--- src/rtl/apb_init_sequencer_if.sv ---
// APB bus bundle shared by the bridge side and the peripheral side of the init sequencer.
// A module that issues transfers connects through the master modport; one that answers them uses the slave modport.
interface apb_init_sequencer_if;
  logic        psel;
  logic        penable;
  logic        pwrite;
  logic [15:0] paddr;
  logic [31:0] pwdata;
  logic [31:0] prdata;
  logic        pready;
  logic        pslverr;

  modport master (
    output psel, penable, pwrite, paddr, pwdata,
    input  prdata, pready, pslverr
  );

  modport slave (
    input  psel, penable, pwrite, paddr, pwdata,
    output prdata, pready, pslverr
  );
endinterface

--- src/rtl/apb_init_sequencer.sv ---
// Boot-time APB write sequencer: replays a ROM table of {paddr, pwdata} writes after reset,
// then hands the peripheral bus to the upstream bridge as a combinational pass-through.
module apb_init_sequencer #(
  parameter int  NUM_ENTRIES = 16,
  parameter int  TIMEOUT     = 255,
  localparam int IW          = (NUM_ENTRIES > 1) ? $clog2(NUM_ENTRIES) : 1,
  localparam int CW          = $clog2(TIMEOUT + 1)
) (
  input  logic                 HCLK,
  input  logic                 RESETn,
  output logic [IW-1:0]        rom_addr,
  input  logic [47:0]          rom_data,
  input  logic                 start,
  apb_init_sequencer_if.slave  up,
  apb_init_sequencer_if.master m,
  output logic                 init_busy,
  output logic                 init_done,
  output logic                 init_err,
  output logic [IW-1:0]        err_idx
);

  typedef enum logic [2:0] {
    S_FETCH  = 3'd0,
    S_DECODE = 3'd1,
    S_SETUP  = 3'd2,
    S_ACCESS = 3'd3,
    S_DONE   = 3'd4
  } state_t;

  state_t        r_state;
  state_t        w_next_state;
  logic [IW-1:0] r_idx;
  logic [15:0]   r_paddr;
  logic [31:0]   r_pwdata;
  logic [CW-1:0] r_cnt;
  logic          r_err;
  logic [IW-1:0] r_err_idx;
  logic          r_gap;

  logic          w_end_marker;
  logic          w_timeout;
  logic          w_exit;
  logic          w_fail;
  logic          w_last;
  logic          w_start_ok;
  logic          w_fwd;
  logic          w_seq_xfer;

  assign w_end_marker = (rom_data[47:32] == 16'hFFFF);
  assign w_timeout    = !m.pready && (r_cnt == CW'(TIMEOUT - 1));
  assign w_exit       = (r_state == S_ACCESS) && (m.pready || w_timeout);
  assign w_fail       = w_exit && (w_timeout || m.pslverr);
  assign w_last       = (r_idx == IW'(NUM_ENTRIES - 1));
  // A restart is only taken when no bridge transfer is in flight, so ownership never flips mid-transfer.
  assign w_start_ok   = (r_state == S_DONE) && start && !up.psel;

  always_comb begin
    w_next_state = r_state;
    case (r_state)
      S_FETCH:  w_next_state = S_DECODE;
      S_DECODE: w_next_state = w_end_marker ? S_DONE : S_SETUP;
      S_SETUP:  w_next_state = S_ACCESS;
      S_ACCESS: begin
        if (w_exit) begin
          w_next_state = w_last ? S_DONE : S_FETCH;
        end
      end
      S_DONE:   if (w_start_ok) w_next_state = S_FETCH;
      default:  w_next_state = S_FETCH;
    endcase
  end

  always_ff @(posedge HCLK or negedge RESETn) begin
    if (!RESETn) begin
      r_state   <= S_FETCH;
      r_idx     <= '0;
      r_paddr   <= '0;
      r_pwdata  <= '0;
      r_cnt     <= '0;
      r_err     <= 1'b0;
      r_err_idx <= '0;
      r_gap     <= 1'b0;
    end else begin
      r_state <= w_next_state;
      case (r_state)
        S_DECODE: begin
          if (!w_end_marker) begin
            r_paddr  <= rom_data[47:32];
            r_pwdata <= rom_data[31:0];
          end
        end
        S_ACCESS: begin
          if (w_exit) begin
            r_cnt <= '0;
            if (!w_last) r_idx <= r_idx + IW'(1);
            // Leaving straight from ACCESS into DONE: hold the bus idle for one cycle before forwarding.
            r_gap <= w_last;
            if (w_fail) begin
              r_err <= 1'b1;
              if (!r_err) r_err_idx <= r_idx;
            end
          end else begin
            r_cnt <= r_cnt + CW'(1);
          end
        end
        S_DONE: begin
          r_gap <= 1'b0;
          if (w_start_ok) begin
            r_idx     <= '0;
            r_err     <= 1'b0;
            r_err_idx <= '0;
          end
        end
        default: ;
      endcase
    end
  end

  assign w_fwd      = (r_state == S_DONE) && !r_gap;
  assign w_seq_xfer = (r_state == S_SETUP) || (r_state == S_ACCESS);

  assign m.psel     = w_fwd ? up.psel    : w_seq_xfer;
  assign m.penable  = w_fwd ? up.penable : (r_state == S_ACCESS);
  assign m.pwrite   = w_fwd ? up.pwrite  : w_seq_xfer;
  assign m.paddr    = w_fwd ? up.paddr   : r_paddr;
  assign m.pwdata   = w_fwd ? up.pwdata  : r_pwdata;

  // Until the bus is handed over the bridge sees a stalled access phase with a quiet response.
  assign up.prdata  = w_fwd ? m.prdata  : 32'h0;
  assign up.pready  = w_fwd ? m.pready  : 1'b0;
  assign up.pslverr = w_fwd ? m.pslverr : 1'b0;

  assign rom_addr   = r_idx;
  assign init_busy  = (r_state != S_DONE);
  assign init_done  = (r_state == S_DONE);
  assign init_err   = r_err;
  assign err_idx    = r_err_idx;

endmodule
--- src/flat_wrapper.sv ---
// flat-port wrapper written by rule: the top's interface ports become plain ports
module apb_init_sequencer_flat 
#(
  parameter int  NUM_ENTRIES = 16,
  parameter int  TIMEOUT     = 255,
  localparam int IW          = (NUM_ENTRIES > 1) ? $clog2(NUM_ENTRIES) : 1,
  localparam int CW          = $clog2(TIMEOUT + 1)
)
  (HCLK, RESETn, rom_addr, rom_data, start, init_busy, init_done, init_err, err_idx, up_psel, up_penable, up_pwrite, up_paddr, up_pwdata, up_prdata, up_pready, up_pslverr, m_psel, m_penable, m_pwrite, m_paddr, m_pwdata, m_prdata, m_pready, m_pslverr);
  apb_init_sequencer_if up_i ();
  apb_init_sequencer_if m_i ();
  input  logic HCLK;
  input  logic RESETn;
  output logic [IW-1:0] rom_addr;
  input  logic [47:0] rom_data;
  input  logic start;
  output logic init_busy;
  output logic init_done;
  output logic init_err;
  output logic [IW-1:0] err_idx;
  input wire logic [$bits(up_i.psel)-1:0] up_psel;
  input wire logic [$bits(up_i.penable)-1:0] up_penable;
  input wire logic [$bits(up_i.pwrite)-1:0] up_pwrite;
  input wire logic [$bits(up_i.paddr)-1:0] up_paddr;
  input wire logic [$bits(up_i.pwdata)-1:0] up_pwdata;
  output wire logic [$bits(up_i.prdata)-1:0] up_prdata;
  output wire logic [$bits(up_i.pready)-1:0] up_pready;
  output wire logic [$bits(up_i.pslverr)-1:0] up_pslverr;
  output wire logic [$bits(m_i.psel)-1:0] m_psel;
  output wire logic [$bits(m_i.penable)-1:0] m_penable;
  output wire logic [$bits(m_i.pwrite)-1:0] m_pwrite;
  output wire logic [$bits(m_i.paddr)-1:0] m_paddr;
  output wire logic [$bits(m_i.pwdata)-1:0] m_pwdata;
  input wire logic [$bits(m_i.prdata)-1:0] m_prdata;
  input wire logic [$bits(m_i.pready)-1:0] m_pready;
  input wire logic [$bits(m_i.pslverr)-1:0] m_pslverr;
  assign up_i.psel = up_psel;
  assign up_i.penable = up_penable;
  assign up_i.pwrite = up_pwrite;
  assign up_i.paddr = up_paddr;
  assign up_i.pwdata = up_pwdata;
  assign up_prdata = up_i.prdata;
  assign up_pready = up_i.pready;
  assign up_pslverr = up_i.pslverr;
  assign m_psel = m_i.psel;
  assign m_penable = m_i.penable;
  assign m_pwrite = m_i.pwrite;
  assign m_paddr = m_i.paddr;
  assign m_pwdata = m_i.pwdata;
  assign m_i.prdata = m_prdata;
  assign m_i.pready = m_pready;
  assign m_i.pslverr = m_pslverr;
  apb_init_sequencer #(.NUM_ENTRIES(NUM_ENTRIES), .TIMEOUT(TIMEOUT)) u_core (.HCLK(HCLK), .RESETn(RESETn), .rom_addr(rom_addr), .rom_data(rom_data), .start(start), .up(up_i), .m(m_i), .init_busy(init_busy), .init_done(init_done), .init_err(init_err), .err_idx(err_idx));
endmodule
--- config.mk ---
export PLATFORM = sky130hd
export DESIGN_NAME = apb_init_sequencer_flat
export DESIGN_NICKNAME = d
export VERILOG_FILES = /design/src/rtl/apb_init_sequencer_if.sv /design/src/rtl/apb_init_sequencer.sv /design/src/flat_wrapper.sv
export SDC_FILE = /design/constraint.sdc
export NUM_CORES = 1
export LEC_CHECK = 0
export ABC_AREA = 1
export BUFFER_PORTS_ARGS = -buffer_cell sky130_fd_sc_hd__buf_2
export CORE_MARGIN = 4
export CORE_UTILIZATION = 25
export DETAILED_ROUTE_END_ITERATION = 8
export SLEW_MARGIN = 5
export SYNTH_ARGS = -nofsm -noshare
export SYNTH_HDL_FRONTEND = slang
export SYNTH_SLANG_ARGS = --single-unit
--- constraint.sdc ---
create_clock -name HCLK -period 3.61 [get_ports HCLK]
set_input_delay 0.722 -clock HCLK [delete_from_list [all_inputs] [get_ports HCLK]]
set_output_delay 0.722 -clock HCLK [all_outputs]
set_load 0.05 [all_outputs]
Word-level counts from Yosys, hierarchy flattened
Cells that the tools add are included.
{"block": "op_classes", "add_sub_neg": 2, "eq_ne": 13, "n_mux": 28, "n_bitwise": 1, "reduce_logical": 20}
{"op": "2-to-1 mux 32 bit", "count": 2}
{"op": "2-to-1 mux 4 bit", "count": 6}
{"op": "equality test 16 bit (second input constant)", "count": 1}
{"op": "2-to-1 mux 16 bit", "count": 1}
{"op": "case mux 4 bit (2 select lines)", "count": 2}
{"op": "case mux 3 bit (5 select lines)", "count": 1}
{"op": "2-to-1 mux 3 bit", "count": 4}
{"op": "2-to-1 mux 1 bit", "count": 9}
{"op": "adder 8 x 1 -> 8 bit (second input constant)", "count": 1}
{"op": "equality test 8 bit (second input constant)", "count": 1}
{"op": "2-to-1 mux 8 bit", "count": 1}
{"op": "AND reduction 4 bit", "count": 2}
{"op": "equality test 3 x 2 -> 1 bit (second input constant)", "count": 2}
{"op": "logical AND 1 bit", "count": 6}
{"op": "!= test 2 x 1 -> 1 bit (second input constant)", "count": 3}
{"op": "AND reduction 2 bit", "count": 3}
{"op": "AND reduction 5 bit", "count": 1}
{"op": "adder 4 x 1 -> 4 bit (second input constant)", "count": 1}
{"op": "equality test 4 bit (second input constant)", "count": 1}
{"op": "!= test 2 bit (second input constant)", "count": 2}
{"op": "case mux 1 bit (2 select lines)", "count": 2}
{"op": "equality test 3 x 1 -> 1 bit (second input constant)", "count": 1}
{"op": "equality test 3 bit (second input constant)", "count": 1}
{"op": "zero test 1 bit", "count": 3}
{"op": "5 further kinds", "count": 7}
{"block": "totals", "reg_bits": 69, "out_inout_bits": 96, "wordCells": 72}

Logic depth before layout (Yosys ltp)
Gate-level depths: netlist (run 1).
{"block": "logic_depth", "ltp_word": 8, "mapped_depth": 11, "ltp_nobuf": 11}

Worst setup path after synthesis (run 1)
OpenSTA, ideal clock, no wires.
{"block": "synth_timing", "kind": "reg-to-output", "startpoint": "reg u_core.r_state[0]", "endpoint": "out m_psel", "arrival_ps": 2337, "required_ps": 2888, "path_slack_ps": 551, "stages_incl_launch_ff": 8, "cell_sequence": "dfrtp_1 nor2_2 nand2_4 clkinv_4 nand2_2 buf_6 buf_6 o21ai_0"}
{"block": "synth_between", "elab_chain_cells": 3}
{"element": "from (decl)", "line": "apb_init_sequencer.sv:30", "text": "state_t r_state;"}
{"element": "from (signal assigned)", "line": "apb_init_sequencer.sv:84", "text": "r_state <= w_next_state;"}
{"element": "equality test 3 bit"}
{"element": "via init_done", "line": "flat_wrapper.sv:18", "text": "output logic init_done;"}
{"element": "logical AND 1 bit", "line": "apb_init_sequencer.sv:119", "text": "assign w_fwd = (r_state == S_DONE) && !r_gap;"}
{"element": "2-to-1 mux 1 bit", "line": "apb_init_sequencer.sv:122", "text": "assign m.psel = w_fwd ? up.psel : w_seq_xfer;"}
{"element": "to (decl)", "line": "flat_wrapper.sv:29", "text": "output wire logic [$bits(m_i.psel)-1:0] m_psel;"}
The timed path passes the listed nets, and every way through them passes these cells.

Final worst setup path (run 1)
{"block": "layout_timing", "startpoint": "reg u_core.r_state[1]", "endpoint": "out m_pwdata[0]"}
{"block": "layout_between", "elab_chain_cells": 3}
{"element": "equality test 3 bit", "line": "apb_init_sequencer.sv:119"}
{"element": "logical AND 1 bit", "line": "apb_init_sequencer.sv:119"}
{"element": "2-to-1 mux 32 bit", "line": "apb_init_sequencer.sv:126", "text": "assign m.pwdata = w_fwd ? up.pwdata : r_pwdata;"}
{"element": "to (decl)", "line": "flat_wrapper.sv:33", "text": "output wire logic [$bits(m_i.pwdata)-1:0] m_pwdata;"}
Every way passes these cells.

==> results of run 1 <==
[sequential cells by signal (all words and copies together), names as in the netlist]
register         count
u_core.err_idx       4
u_core.init_err      1
u_core.r_cnt         8
u_core.r_gap         1
u_core.r_paddr      16
u_core.r_pwdata     32
u_core.r_state       3
u_core.rom_addr      4
[power groups by stage]
stage / Sequential, mW / Clock (mW) / Combinational, mW
final: 1.36 / 0.825 / 2.80
after global routing: 1.41 / 0.887 / 3.05
after CTS: 1.36 / 0.859 / 2.84
after detailed placement: 1.37 / 0 / 2.84
after global placement: 1.37 / 0 / 2.81
after floorplan: 1.45 / 0 / 2.08
[logic make-up (layout without fill, tap and decap cells)]
family	after synthesis	count (layout)	share of synthesized area, %
simple gates	277	277	28.70
buf+inv	76	304	8.483
flops	69	69	42.72
mux	48	48	16.35
compound gates	20	20	2.601
fa+ha+maj	3	3	0.9289
xor+xnor	1	1	0.2168
[final cells by class]
cell class	count	area share, %
flip-flops and latches	69	30.38
well taps	216	4.755
inverters	52	3.522
clock buffers	12	4.512
clock inverters	4	0.3962
multi-input cells	349	34.95
repair buffers	236	21.48
[layer usage]
layer  part of all wire (%)  up-vias  GRT usage [%]  wire [um]
met1                     44     1756          17.30       5442
met3                    5.9       15          3.566        727
met2                     48      106          21.74       5923
met5                      0        -              0          0
li1                       -     2023              -          -
met4                    1.6        0          4.423        192
[Yosys cell counts, drive strengths merged]
master,number,area share (%)
nor3,3,0.37
nor3b,1,0.19
o22ai,2,0.31
a21oi,4,0.50
nand2,152,14
ha,3,0.93
nand4,6,0.93
nand3,62,7.7
clkbuf,9,0.84
or2,1,0.15
mux2,48,16
inv,51,4.7
o21ai,13,1.6
buf,15,2.7
o211ai,1,0.19
nor2,52,4.9
dfrtp,69,43
clkinv,1,0.22
xor2,1,0.22
[final timing paths]
path / start / to / slack (ns) / depth (start not counted)
min reg2reg: u_core.r_paddr[8]$_DFFE_PN0N_ / u_core.r_paddr[8]$_DFFE_PN0N_ / 0.47 / 2
min in group asynchronous: RESETn / u_core.r_pwdata[26]$_DFFE_PN0N_ / 0.52 / 1
max reg2reg: u_core.r_state[2]$_DFFE_PN0P_ / u_core.rom_addr[2]$_DFFE_PN0P_ / 1.88 / 8
min: u_core.r_paddr[8]$_DFFE_PN0N_ / u_core.r_paddr[8]$_DFFE_PN0N_ / 0.47 / 2
max: u_core.r_state[1]$_DFFE_PN0P_ / m_pwdata[0] / 0.49 / 7
max in group asynchronous: RESETn / u_core.r_paddr[14]$_DFFE_PN0N_ / 2.49 / 1
[worst reg2reg max path, cell delays in order, from the launching register on]
cell	delay, ns
dfrtp_1	0.40
inv_1	0.12
nand3_1	0.31
inv_2	0.24
nand2_2	0.15
nand2_1	0.14
nand2_2	0.12
nand2_1	0.07
o21ai_0	0.08
[metrics by stage]
stage	std cells	total power, mW	util [%]	hold slack (ns)
2_1_floorplan	494	3.529	-	0.4264
3_3_place_gp	922	4.175	34.03	0.4501
3_5_place_dp	922	4.213	34.03	0.4584
4_1_cts	938	5.068	35.78	0.4732
5_1_grt	938	5.351	35.78	0.4934
6_report	938	4.986	35.78	0.4679
==> flow_summary.ini, run 1 <==
[power_and_ir_drop]
p_clk_share_pct = 16.5
cellPowerDensity_nw_per_um2 = 877.1
p_sw_mw = 2.515
leakage_nw = 3.421
seq_power_share_pct = 27.2
switching_share_pct = 50.44
p_comb_share_pct = 56.2
power.internal_mw = 2.471
vdd_ir_drop_max_uv = 641.0

[setup_path]
start_kind = flop
critPathBufInv = 3
critical-path-top-delay-family = buffers and inverters
crit_slowest_cell = dfrtp_1
cp_common_cell = nand2_4
critPathKind = reg -> out
worst-endpoint-required_ns = 2.89
cp_slowest_stage_delay_ns = 0.43
crit_chain = nor2_2 -> nand2_4 -> clkinv_4 -> nand2_4 -> buf_12 -> mux2_2 -> buf_2
endpoint_kind = output port
critPathArrivalTime_ns = 2.40
cp_max_fo = 38

[timing]
timing.fmax_mhz = 320.0
finalHoldViolations = 0
period_needed_ns = 3.125
finalSetupTns_ns = 0
fin_ws_ns = 0.4852
maxSlewHeadroom_pct = 39.37
tightestPinTransition_ns = 0.9094
slew_viol_final = 0
min_period_over_period_pct = 86.56
skew_ns = 0.005705
setup_viol = 0
rsz0062_at_grt = false

[floorplanning]
die-width_um = 135.1
initial_core_util_pct = 25.44
ios = 232
core_um2 = 15890
dieArea_um2 = 18260
die_h_um = 135.1
rows = 46

[cts]
cts_hold_buf = 0
cts_resized = 0
htree_levels = 3
cts_tree = done
cts_made_buffers = 9
postCtsSetupBuffers = 0
insertion_delay_ns = 0.33
cts.sinks = 69
root_buffer = clkbuf_16
path_clk_slew_ns = 0.06
clock_path_buffers = 2

[grt]
grt_pass1_vias = 3799
grt_usage_pct = 13.36
grt_overflow = 0
grt_pass1_wl_um = 19520
grt_max_degree = 70
antenna_found_initial = 0

[layout]
regArea_um2 = 1727
layout_common_cells = 230 x buf_2, 147 x nand2_1, 69 x dfrtp_1
layout_commonest_cell = buf_2
multi_input_area_um2 = 1987
design_area_um2 = 5684
syn2layout_area_growth_pct = 40.65
antenna_cells = 0
final_nets = 856
fillers = 1698
drive_gt1_share_pct = 42.80

[yosys]
synth_seq_cells = 69
synth-seq-area-share_pct = 42.72
syn-num-nets = 633
yosysUniqueCellTypes = 27
yosysWarnings = 0
syn_inst = 494
synthesis.area_um2 = 4041
synth.avg_cell_area_um2 = 8.181

[placement]
place_hpwl_um = 9201
place.gp.congestion = 0.7977
place_area_um2 = 5405
post-place-ws_ns = 0.8354
port_buffers = 231

[run]
max_cap_viol_count = 0

[routing]
via_count = 3900
route.detailed.drc = 0
ant_nets = 0
routed_wl_um = 12290
viasPerCell = 4.158
firstDrtPassIters = 4
drtIter0Drc = 171
detail_route.wl_per_cell_um = 13.10

[status]
status = finished, final reports clean

[hold_path]
hp-class = reg -> reg
Note: power is estimated with default switching activity, not from simulation.
==> run 2: changes to the inputs <==
==> constraint.sdc (replaced) <==
create_clock -name HCLK -period 3.61 [get_ports HCLK]
set_input_delay 0.722 -clock HCLK [delete_from_list [all_inputs] [get_ports HCLK]]
set_output_delay 0.722 -clock HCLK [all_outputs]
set_load 0.1 [all_outputs]
==> flow_summary.ini, run 2 (same netlist as run 1, synthesis figures left out) <==
[status]
status = finished, final reports clean

[layout]
drive_gt1_share_pct = 42.88
layout_commonest_cell = buf_2
regArea_um2 = 1727
largest_register_ffs = 32
fillers = 1716
final_nets = 857
top_regs = u_core.r_pwdata: 32 flops, u_core.r_paddr: 16 flops, u_core.r_cnt: 8 flops
design_area_um2 = 5689
antenna_cells = 0
layout_common_cells = 231 x buf_2, 147 x nand2_1, 69 x dfrtp_1
syn2layout_area_growth_pct = 40.77
max_flop_register = u_core.r_pwdata
multi_input_area_um2 = 1987

[placement]
place_area_um2 = 5410
place.gp.congestion = 0.7580
port_buffers = 231
place_hpwl_um = 9053

[timing]
maxSlewHeadroom_pct = 46.78
finalSetupTns_ns = 0
rsz0062_at_grt = false
fin_hold_ws_ns = 0.4661
slew_viol_final = 0
tightestPinTransition_ns = 0.7982
setup_viol = 0
min_period_over_period_pct = 89.23
timing.fmax_mhz = 310.4
period_needed_ns = 3.221
skew_ns = 0.003914
finalHoldViolations = 0

[setup_path]
endpoint_kind = output port
worst-endpoint-required_ns = 2.89
critPathKind = reg -> out
start_kind = flop
critPathArrivalTime_ns = 2.50
cp_max_fo = 42

[grt]
grt_max_degree = 50
antenna_found_initial = 0
grt_usage_pct = 12.76
grt_pass1_vias = 3712
grt_overflow = 0
grt_pass1_wl_um = 18860

[power_and_ir_drop]
vdd_ir_drop_max_uv = 776.0
power.internal_mw = 2.452
switching_share_pct = 60.66
cellPowerDensity_nw_per_um2 = 1096
p_clk_share_pct = 13.2
p_sw_mw = 3.782
leakage_nw = 3.424
p_comb_share_pct = 65.0
seq_power_share_pct = 21.7

[run]
max_cap_viol_count = 0

[cts]
path_clk_slew_ns = 0.06
insertion_delay_ns = 0.33
cts_tree = done
root_buffer = clkbuf_16
cts_resized = 0
htree_levels = 3
postCtsSetupBuffers = 0
cts_hold_buf = 0
cts_made_buffers = 9
clock_path_buffers = 2
cts.sinks = 69

[routing]
firstDrtPassIters = 4
routed_wl_um = 11920
ant_nets = 0
drtIter0Drc = 143
via_count = 3892
viasPerCell = 4.145
detail_route.wl_per_cell_um = 12.69
route.detailed.drc = 0

[floorplanning]
rows = 46
core_um2 = 15890
dieArea_um2 = 18260
initial_core_util_pct = 25.44
die-width_um = 135.1
die_h_um = 135.1
ios = 232

[hold_path]
hp-class = in -> async
==> run 2: cell count changes in the layout (fill, tap and decap cells not counted) <==
cell	change
o21ai_0	-1
buf_2	+1
o21ai_1	+1
==> run 2: power groups by stage <==
stage               registers [mW]  logic, mW  clock network [mW]
finish                        1.35       4.05               0.826
global route                  1.40       4.30               0.892
CTS                           1.36       4.09               0.857
detailed placement            1.37       4.09                   0
global placement              1.37       4.06                   0
floorplan                     1.62       3.16                   0
==> run 2: area by class of cell <==
class,instances,area share (%)
tap,216,4.750
sequential,69,30.35
inverter,52,3.519
clock buffer,12,4.508
clock inverter,4,0.3959
multi-input combinational,349,34.92
timing repair buffer,237,21.55
==> run 2: worst paths after layout <==
path	startpoint	endpoint	slack (ns)	cells past startpoint
max in group asynchronous	RESETn	u_core.err_idx[1]$_DFFE_PN0P_	2.46	2
worst min register to register	u_core.r_paddr[9]$_DFFE_PN0N_	u_core.r_paddr[9]$_DFFE_PN0N_	0.47	2
min in group HCLK	u_core.r_paddr[9]$_DFFE_PN0N_	u_core.r_paddr[9]$_DFFE_PN0N_	0.47	2
worst max register to register	u_core.r_state[2]$_DFFE_PN0P_	u_core.rom_addr[1]$_DFFE_PN0P_	1.95	8
worst min-delay path	RESETn	u_core.r_pwdata[24]$_DFFE_PN0N_	0.47	1
worst max-delay path	u_core.r_state[1]$_DFFE_PN0P_	m_paddr[15]	0.39	7
==> run 2: routing by layer <==
metal	share of wire, %	global-route usage (%)
met5	0	0
met4	0.92	3.024
met3	6.6	3.938
met2	49	21.57
met1	44	16.00
==> run 2: critical path, cell delays in order, from the launching register on <==
cell and delay, ns:
dfrtp_1 0.44, nor2_2 0.07, nand2_4 0.12, clkinv_4 0.11, nand2_4 0.38, buf_4 0.34
mux2_2 0.36, buf_2 0.29
==> run 2: stage by stage <==
step	instances	worst slack [ns]	util, %	total power [mW]
after floorplan	494	0.02134	-	4.776
after global placement	923	0.7917	34.06	5.430
after detailed placement	923	0.7341	34.06	5.454
after CTS	939	0.3552	35.81	6.306
after global routing	939	0.2347	35.81	6.592
final	939	0.3888	35.81	6.234
==> run 3: changes to the inputs <==
--- a/config.mk
+++ b/config.mk
@@ -9,6 +9,7 @@
 export BUFFER_PORTS_ARGS = -buffer_cell sky130_fd_sc_hd__buf_2
 export CORE_MARGIN = 4
 export CORE_UTILIZATION = 25
+export CTS_CLUSTER_DIAMETER = 40
 export DETAILED_ROUTE_END_ITERATION = 8
 export SLEW_MARGIN = 5
 export SYNTH_ARGS = -nofsm -noshare
==> constraint.sdc (replaced) <==
create_clock -name HCLK -period 2.95 [get_ports HCLK]
set_input_delay 0.59 -clock HCLK [delete_from_list [all_inputs] [get_ports HCLK]]
set_output_delay 0.59 -clock HCLK [all_outputs]
set_load 0.1 [all_outputs]
==> flow_summary.ini, run 3 (same netlist as run 1, synthesis figures left out) <==
[status]
status = finished, final reports clean

[floorplanning]
dieArea_um2 = 18260
die-width_um = 135.1
die_h_um = 135.1
core_um2 = 15890
rows = 46
ios = 232
initial_core_util_pct = 25.44

[cts]
insertion_delay_ns = 0.34
postCtsSetupBuffers = 0
path_clk_slew_ns = 0.06
cts_made_buffers = 9
cts_tree = done
htree_levels = 3
clock_path_buffers = 2
cts_hold_buf = 0
root_buffer = clkbuf_16
cts.sinks = 69
cts_resized = 0

[timing]
finalHoldViolations = 0
maxSlewHeadroom_pct = 64.25
setup_viol = 0
tightestPinTransition_ns = 0.5362
skew_ns = 0.008899
period_needed_ns = 2.721
timing.fmax_mhz = 367.5
min_period_over_period_pct = 92.25
slew_viol_final = 0
rsz0062_at_grt = false
finalSetupTns_ns = 0
fin_ws_ns = 0.2286

[layout]
layout_commonest_cell = buf_2
multi_input_area_um2 = 2236
regArea_um2 = 1727
max_flop_register = u_core.r_pwdata
antenna_cells = 0
fillers = 1612
design_area_um2 = 6769
largest_register_ffs = 32
top_regs = u_core.r_pwdata: 32 flops, u_core.r_paddr: 16 flops, u_core.r_cnt: 8 flops
syn2layout_area_growth_pct = 67.49
drive_gt1_share_pct = 47.66
layout_common_cells = 180 x buf_2, 147 x nand2_1, 69 x dfrtp_1
final_nets = 862

[routing]
firstDrtPassIters = 4
detail_route.wl_per_cell_um = 13.62
drtIter0Drc = 115
routed_wl_um = 12860
route.detailed.drc = 0
via_count = 3966
viasPerCell = 4.201
ant_nets = 0

[power_and_ir_drop]
leakage_nw = 3.695
cellPowerDensity_nw_per_um2 = 1328
seq_power_share_pct = 18.3
vdd_ir_drop_max_uv = 821.8
p_sw_mw = 4.859
power.internal_mw = 4.132
p_comb_share_pct = 69.7
switching_share_pct = 54.05
p_clk_share_pct = 12.0

[setup_path]
critPathArrivalTime_ns = 2.13
critPathKind = reg -> out
endpoint_kind = output port
worst-endpoint-required_ns = 2.36
cp_max_fo = 24
start_kind = flop

[grt]
busiest_layer = met2
use_met1_pct = 17.33
grt_pass1_wl_um = 20230
grt_pass1_vias = 3902
antenna_found_initial = 0
grt_max_degree = 49
grt_use_met2_pct = 23.81
grt_overflow = 0
grt_use_met3_pct = 3.195
grt_usage_pct = 13.94

[placement]
place_area_um2 = 6456
post-place-ws_ns = 0.4570
port_buffers = 231
place_hpwl_um = 10080
place.gp.congestion = 0.7903

[run]
max_cap_viol_count = 0

[hold_path]
hp-class = in -> async
==> run 3: per-stage QoR <==
stage                     total power, mW  util [%]  cells  hold slack [ns]
after floorplan                     5.863         -    494           0.2944
after global placement              7.920     40.64    927           0.4544
after detailed placement            7.977     40.64    927           0.4574
after CTS                           9.091     42.54    943           0.2389
after global routing                9.450     42.61    944           0.2592
final                               8.991     42.61    944           0.2307
==> run 3: worst max-delay path: stages (launching register included) <==
cell and delay, ns:
dfrtp_1 0.44, nor2_2 0.07, nand2_4 0.12, clkinv_4 0.14, nand2_8 0.21, buf_12 0.23
mux2_2 0.39, buf_12 0.17
==> run 3: final timing paths <==
kind                       cells after the start                       startpoint                               to  slack (ns)
min in group HCLK                              2  u_core.r_pwdata[15]$_DFFE_PN0N_  u_core.r_pwdata[15]$_DFFE_PN0N_        0.47
max in group asynchronous                      2                           RESETn      u_core.r_cnt[0]$_DFFE_PN0P_        2.07
min reg2reg                                    2  u_core.r_pwdata[15]$_DFFE_PN0N_  u_core.r_pwdata[15]$_DFFE_PN0N_        0.47
max reg2reg                                    6    u_core.r_state[2]$_DFFE_PN0P_  u_core.r_pwdata[14]$_DFFE_PN0N_        1.27
min                                            1                           RESETn  u_core.r_pwdata[29]$_DFFE_PN0N_        0.23
max                                            7    u_core.r_state[1]$_DFFE_PN0P_                      m_pwdata[1]        0.23
==> run 3: per-layer routing <==
layer,share of wire [%],vias up
li1,-,2033
met1,41,1822
met2,52,99
met3,4.7,12
met4,1.9,0
met5,0,-
==> run 3: power by group through the flow <==
stage                     Combinational [mW]  Sequential, mW  Clock, mW
after global routing                    6.58            1.71       1.16
after global placement                  6.27            1.65          0
after detailed placement                6.32            1.66          0
final                                   6.27            1.64       1.08
after floorplan                         3.88            1.98          0
after CTS                               6.33            1.64       1.12
==> run 3: area by class of cell <==
| type | count | area share (%) |
|---|---|---|
| Multi-Input combinational cell | 350 | 33.03 |
| Timing Repair Buffer | 241 | 30.06 |
| Sequential cell | 69 | 25.51 |
| Tap cell | 216 | 3.993 |
| Clock buffer | 10 | 3.530 |
| Inverter | 52 | 2.957 |
| Clock inverter | 6 | 0.9242 |
